--- config.mk ---
export PLATFORM = sky130hd
export DESIGN_NAME = divider_unit
export DESIGN_NICKNAME = d
export VERILOG_FILES = /design/src/rtl/divider_unit.sv
export SDC_FILE = /design/constraint.sdc
export NUM_CORES = 1
export LEC_CHECK = 0
export BUFFER_PORTS_ARGS = -buffer_cell sky130_fd_sc_hd__buf_2
export CORE_ASPECT_RATIO = 1.2
export CORE_MARGIN = 8
export CORE_UTILIZATION = 46
export CTS_CLUSTER_DIAMETER = 50
export CTS_CLUSTER_SIZE = 24
export DETAILED_ROUTE_END_ITERATION = 6
export PLACE_DENSITY = 0.74
export SYNTH_ARGS = -nofsm -noshare
export SYNTH_HDL_FRONTEND = slang
export SYNTH_SLANG_ARGS = --single-unit
export TNS_END_PERCENT = 20
--- constraint.sdc ---
create_clock -name clock -period 7.7 [get_ports clock]
set_input_delay 0 -clock clock [delete_from_list [all_inputs] [get_ports clock]]
set_output_delay 0 -clock clock [all_outputs]
set_load 0.005 [all_outputs]
--- src/rtl/divider_unit.sv ---
// divider_unit: multi-cycle restoring integer divider, signed/unsigned,
// one quotient bit per cycle followed by a sign-fix cycle.
// Optional build macro: DIVIDER_UNIT_FAST_SPECIAL_EN -- when defined,
// divide-by-zero and signed overflow skip the iteration phase.
module divider_unit #(
  parameter int WIDTH = 32
) (
  input  logic             clock,
  input  logic             reset,
  input  logic             start,
  input  logic             is_signed,
  input  logic [WIDTH-1:0] a,
  input  logic [WIDTH-1:0] b,
  output logic             busy,
  output logic             done,
  output logic [WIDTH-1:0] result,
  output logic [WIDTH-1:0] remainder,
  output logic             div_by_zero
);

  localparam int CW = $clog2(WIDTH + 1);

  localparam logic [1:0] IDLE = 2'd0;
  localparam logic [1:0] RUN  = 2'd1;
  localparam logic [1:0] FIX  = 2'd2;

  localparam logic [WIDTH-1:0] MOST_NEG = {1'b1, {(WIDTH-1){1'b0}}};

  logic [1:0]       state;
  logic [CW-1:0]    count;
  logic [WIDTH-1:0] quo;        // dividend bits shift out, quotient bits shift in
  logic [WIDTH-1:0] rem;        // partial remainder between iterations
  logic [WIDTH-1:0] dvsr;
  logic [WIDTH-1:0] a_raw;
  logic             neg_q;
  logic             neg_r;
  logic             zero_case;
  logic             ovf_case;

  logic             a_neg;
  logic             b_neg;
  logic [WIDTH-1:0] abs_a;
  logic [WIDTH-1:0] abs_b;
  logic             in_zero;
  logic             in_ovf;

  logic [WIDTH:0]   partial;
  logic             fits;
  logic [WIDTH-1:0] rem_next;
  logic [WIDTH-1:0] q_fix;
  logic [WIDTH-1:0] r_fix;

  // Operand decode at the sampling point: signs, magnitudes, special cases
  always_comb begin
    a_neg   = is_signed & a[WIDTH-1];
    b_neg   = is_signed & b[WIDTH-1];
    abs_a   = a_neg ? -a : a;
    abs_b   = b_neg ? -b : b;
    in_zero = (b == '0);
    in_ovf  = is_signed && (a == MOST_NEG) && (b == '1);
  end

  // One restoring step on a WIDTH+1 bit partial remainder, plus sign fix-up
  always_comb begin
    partial  = {rem, quo[WIDTH-1]};
    fits     = (partial >= {1'b0, dvsr});
    rem_next = fits ? WIDTH'(partial - {1'b0, dvsr}) : partial[WIDTH-1:0];
    q_fix    = neg_q ? -quo : quo;
    r_fix    = neg_r ? -rem : rem;
  end

  // Control FSM, datapath registers and registered outputs
  always_ff @(posedge clock) begin
    if (reset) begin
      state       <= IDLE;
      count       <= '0;
      quo         <= '0;
      rem         <= '0;
      dvsr        <= '0;
      a_raw       <= '0;
      neg_q       <= 1'b0;
      neg_r       <= 1'b0;
      zero_case   <= 1'b0;
      ovf_case    <= 1'b0;
      busy        <= 1'b0;
      done        <= 1'b0;
      result      <= '0;
      remainder   <= '0;
      div_by_zero <= 1'b0;
    end else begin
      done <= 1'b0;
      case (state)
        IDLE: begin
          busy <= 1'b0;
          if (start) begin
            count     <= CW'(WIDTH);
            quo       <= abs_a;
            rem       <= '0;
            dvsr      <= abs_b;
            a_raw     <= a;
            neg_q     <= a_neg ^ b_neg;
            neg_r     <= a_neg;
            zero_case <= in_zero;
            ovf_case  <= in_ovf;
`ifdef DIVIDER_UNIT_FAST_SPECIAL_EN
            // Special cases need no iterations: FIX alone produces them
            if (in_zero || in_ovf)
              state <= FIX;
            else
              state <= RUN;
`else
            state <= RUN;
`endif
          end
        end
        RUN: begin
          busy  <= 1'b1;
          rem   <= rem_next;
          quo   <= {quo[WIDTH-2:0], fits};
          count <= count - 1'b1;
          if (count == CW'(1))
            state <= FIX;
        end
        FIX: begin
          busy        <= 1'b0;
          done        <= 1'b1;
          div_by_zero <= zero_case;
          state       <= IDLE;
          if (zero_case) begin
            result    <= '1;
            remainder <= a_raw;
          end else if (ovf_case) begin
            result    <= a_raw;
            remainder <= '0;
          end else begin
            result    <= q_fix;
            remainder <= r_fix;
          end
        end
        default: begin
          busy  <= 1'b0;
          state <= IDLE;
        end
      endcase
    end
  end

endmodule

# --- Word level (Yosys, flattened, before mapping) ---
# Index checks and enable logic that the tools add are counted.
totals:
  register_bits: 207
  input_bits: 68
  output_inout_bits: 67
classes:
  add_sub_neg: 6
  magnitude_cmp: 1
  n_eq_ne: 7
  muxes: 20
  n_bitwise: 3
  reduce_logical: 8
op_table:
  columns: ["operator", "count"]
  rows:
  - ["32-bit two-way mux", 11]
  - ["32-bit negation", 4]
  - ["32-bit case mux with 2 select lines", 2]
  - ["32-bit equality test, second input constant", 2]
  - ["33-bit by 32-bit >= comparator with 1-bit output", 1]
  - ["32-bit logical NOT", 1]
  - ["32-bit subtractor", 1]
  - ["6-bit case mux with 2 select lines", 1]
  - ["6-bit by 1-bit equality test with 1-bit output, second input constant", 1]
  - ["6-bit two-way mux", 1]
  - ["2-bit AND reduction", 3]
  - ["6-bit by 1-bit subtractor with 6-bit output, second input constant", 1]
  - ["2-bit two-way mux", 2]
  - ["2-bit != test, second input constant", 2]
  - ["2-bit case mux with 2 select lines", 1]
  - ["1-bit AND", 2]
  - ["2-bit by 1-bit equality test with 1-bit output, second input constant", 1]
  - ["2-bit equality test, second input constant", 1]
  - ["1-bit logical AND", 2]
  - ["2-bit logical NOT", 1]
  - ["1-bit two-way mux", 2]
  - ["2-bit nonzero test", 1]
  - ["1-bit XOR", 1]

# --- Logic depth before layout (Yosys ltp) ---
logic_depth:
  word_depth: 4
  mapped_depth: 13
  mapped_depth_nobuf: 13

# --- Least setup slack after synthesis ---
# No wires, ideal clock.
synth_timing:
  path_type: "reg-to-reg"
  startpoint: "reg quo[31]"
  endpoint: "reg rem[24]"
  setup_time_ns: 0.122
  t_arrival_ns: 2.958
  slack_ns: 4.620
  path_stages_with_launch: 14
  n_path_buf: 0
  period_less_slack_ns: 3.080
  cell_sequence: "dfxtp_1 -> inv_1 -> ha_1 -> inv_1 -> fa_1 -> a211oi_1 -> o21ai_0 -> a31o_2 -> a311oi_1 -> o221ai_1 -> a221o_1 -> a21oi_1 -> xor2_1 -> o21ai_0"
synth_between:
  elab_chain_len: 3
synth_lines:
  columns: ["element", "line", "text"]
  rows:
  - ["start, declared", "31", "logic [WIDTH-1:0] quo;"]
  - ["start signal, assigned", "97", "quo <= abs_a;"]
  - ["start signal, assigned", "119", "quo <= {quo[WIDTH-2:0], fits};"]
  - ["32-bit subtractor or 33-bit by 32-bit >= comparator with 1-bit output (tied branches)", "67, 66", null]
  - ["32-bit two-way mux (*)", "67", "rem_next = fits ? WIDTH'(partial - {1'b0, dvsr}) : partial[WIDTH-1:0];"]
  - ["32-bit case mux with 2 select lines (*)", "92", "case (state)"]
  - ["end signal, assigned", "118", "rem <= rem_next;"]
  - ["end, declared", "32", "logic [WIDTH-1:0] rem;"]
# Every way passes the cells marked *; elsewhere a longest branch is shown, timed or not.
# A chain may end at the register's enable or synchronous reset.

# --- Final worst setup path ---
# Same ends and word-level chain as after synthesis.

==> flow_metrics.env <==
export IMPL_status="finished clean"
export IMPL_final_setup_tns_ps=0
export IMPL_p_per_area_nw_per_um2=190
export IMPL_synth_top_family_by_area="compound AO/OA/AOI/OAI gates"
export IMPL_cts_tree="done"
export IMPL_finalCritPeriodShare_pct=44.2
export IMPL_worstReg2RegStart="quo[31]"
export IMPL_hold_end="a_raw[29]"
export IMPL_min_period_ps=3410
export IMPL_min_path_type="in -> reg"
export IMPL_worst_slew_pin_slew_ps=1040
export IMPL_cp_max_fo=4
export IMPL_drv_slew=0
export IMPL_antenna_found_initial=2
export IMPL_final_common_cell="nand2_1"
export IMPL_finalSetupViolations=0
export IMPL_synth_xor_area_share_pct=10.1
export IMPL_final_cell_mix="nand2_1, dfxtp_1, buf_2"
export IMPL_critical_path_class="reg -> reg"
export IMPL_peakVddDrop_mv=0.143
export IMPL_comb_power_share_pct=18.6
export IMPL_clkPwrFrac_pct=39.8
export IMPL_synthCells=1589
export IMPL_seq_area_frac_synth_pct=33.6
export IMPL_wl_um=39200
export IMPL_p_int_w=0.00195
export IMPL_ys_types=68
export IMPL_num_io_pins=135
export IMPL_yosysWarnings=0
export IMPL_die_h_um=195
export IMPL_dr_pass1_iters=5
export IMPL_cp_start_kind="flop"
export IMPL_vias=12355
export IMPL_worst_ep_required_time_ps=8090
export IMPL_cts_hold_buffers=80
export IMPL_synth_compound_area_share_pct=23.1
export IMPL_die_area_um2=32400
export IMPL_hold_path_depth=4
export IMPL_r2r_cells=13
export IMPL_place_inst=1975
export IMPL_grt_max_degree=92
export IMPL_utilization_pct=56.2
export IMPL_fin_cells=2101
export IMPL_timing_fmax_mhz=294
export IMPL_rows=65
export IMPL_cp_arrival_ps=3800
export IMPL_synthFlopType="dfxtp_1"
export IMPL_grt_pass1_wl_um=62900
export IMPL_synth_simple_area_share_pct=20.5
export IMPL_synthAdderAreaFrac_pct=4.11
export IMPL_r2r_end="rem[24]"
export IMPL_rrSetupSlack_ps=4290
export IMPL_cap_violations=0
export IMPL_p_leak_nw=5.78
export IMPL_drc_errors=0
export IMPL_htreeDepth=1
export IMPL_skew_ps=14.5
export IMPL_path_clk_slew_ps=70
export IMPL_syn_nets=1697
export IMPL_io_buffer_count=134
export IMPL_ant_nets=0
export IMPL_synth_seq_cells=207
export IMPL_hp_start="a[29]"
export IMPL_post_cts_buffers=0
export IMPL_post_cts_resized=0
export IMPL_rsz0062_at_grt="no"
export IMPL_die_w_um=166
export IMPL_nets=1854
export IMPL_end_kind="flop"
export IMPL_postSynth_asyncResetShare_pct=0
export IMPL_drt_iter0_markers=1108
export IMPL_synth_area_um2=12300
export IMPL_grt_usage_pct=23.8
export IMPL_drt_vias_per_instance=5.88
export IMPL_hold_viol=0
export IMPL_syn_to_final_growth_pct=19.9
export IMPL_final_layout_size_suffix_gt1_share_pct=12.6
export IMPL_avgRoutedWirePerCell_um=18.7
export IMPL_clkSinkCount=207
export IMPL_cts_inserted_buffers=24
export IMPL_place_hpwl_um=28100
export IMPL_synth_edff_count=0
export IMPL_seq_power_share_pct=41.7
export IMPL_cts_root_buf="clkbuf_16"
export IMPL_core_um2=26400
export IMPL_power_w=0.00282
export IMPL_grt_ovfl_total=0
export IMPL_clock_path_buffers=3
export IMPL_power_switching_w=0.000867
export IMPL_routabilityCongestion=0.899
export IMPL_clk_latency_ps=530
export IMPL_start_util_pct=46.9
export IMPL_switching_share_pct=30.8
export IMPL_slew_headroom_pct=30.5
export IMPL_grt_pass1_vias=11932
export IMPL_muxShareOfSynthArea_pct=3.76
export IMPL_avgSynthCellArea_um2=7.77
## routing by layer
layer  track usage, %  vias to the layer above  routed length (µm)
met1             30.4                     5806               16500
met3             3.14                      113                2220
met5                0                        -                   0
met4             10.3                        0                1690
met2             39.1                      473               18800
li1                 -                     5963                   -
## sequential cells by signal (all words and copies together), names as in the netlist
register and count:
a_raw 32, dvsr 32, quo 32, rem 32, remainder 32, result 32, count 6, state 2
busy 1, div_by_zero 1, done 1, neg_q 1, neg_r 1, ovf_case 1, zero_case 1
## worst max-delay path by stage
stage                     startpoint  endpoint  slack (ps)  depth (start not counted)
after floorplan              quo[31]   rem[24]        4620                         13
after global placement       quo[31]   rem[24]        4330                         13
after detailed placement     quo[31]   rem[24]        4300                         13
after CTS                    quo[31]   rem[24]        4290                         13
after global routing         quo[31]   rem[24]        3890                         13
final                        quo[31]   rem[24]        4290                         13
## area by class of cell
cell class | count | area (µm²)
fill | 2416 | 11500
multi-input combinational | 1224 | 7630
sequential | 207 | 4140
timing repair buffer | 230 | 1590
clock buffer | 27 | 632
tap | 335 | 419
inverter | 59 | 221
clock inverter | 17 | 153
antenna | 2 | 5.00
## synth_stat cells, drive strengths merged (10+ instances only)
library cell  count  area, µm²
xnor2            97        850
and2             10       62.6
nand3            53        265
a2111oi          10       87.6
ha               39        488
nand2b           15       93.8
o41ai            10        114
or3              13       81.3
clkbuf           82        308
a21oi           118        591
inv              58        218
o21ai            81        405
nor4             16        128
mux2i            43        430
dfxtp           207       4140
a31oi            44        275
nor2            129        484
nand2           248        931
a22oi            30        225
nor3             29        145
a21o             20        150
a211oi           50        375
or4              13        120
buf              17       76.3
xor2             46        403
o31ai            22        165
## logic make-up (layout without fill, tap and decap cells)
group	Yosys count	count (layout)
buffers and inverters	158	333
muxes	46	46
adders and majority gates	40	40
DFF	207	207
AOI/OAI and AO/OA	438	438
and+or+nand+nor	557	557
xor gates and xnor gates	143	143
other	0	2
## per-stage QoR
stage	instance area, µm²	hold slack, ps	setup slack [ps]
2_1_floorplan	12300	136	4620
3_3_place_gp	13200	269	4330
3_5_place_dp	13200	278	4300
4_1_cts	14800	276	4290
5_1_grt	14800	305	3890
6_report	14800	291	4290
## worst max-delay path, stage by stage (launching register included)
cell	delay, ps
dfxtp_1	330
inv_1	80
ha_1	160
inv_1	50
fa_1	420
a211oi_1	280
o21ai_0	140
a31o_2	280
a311oi_1	460
o221ai_1	260
a221o_1	390
a21oi_1	180
xor2_1	160
o21ai_0	90
## power by group through the flow
stage	clock network, W	logic [W]	registers (W)
final	0.00112	0.000523	0.00117
after floorplan	0	0.000354	0.00118
after global routing	0.00118	0.000576	0.00118
after global placement	0	0.000477	0.00119
after detailed placement	0	0.000482	0.00120
after CTS	0.00113	0.000516	0.00117
Power figures use the tool's default switching activity.
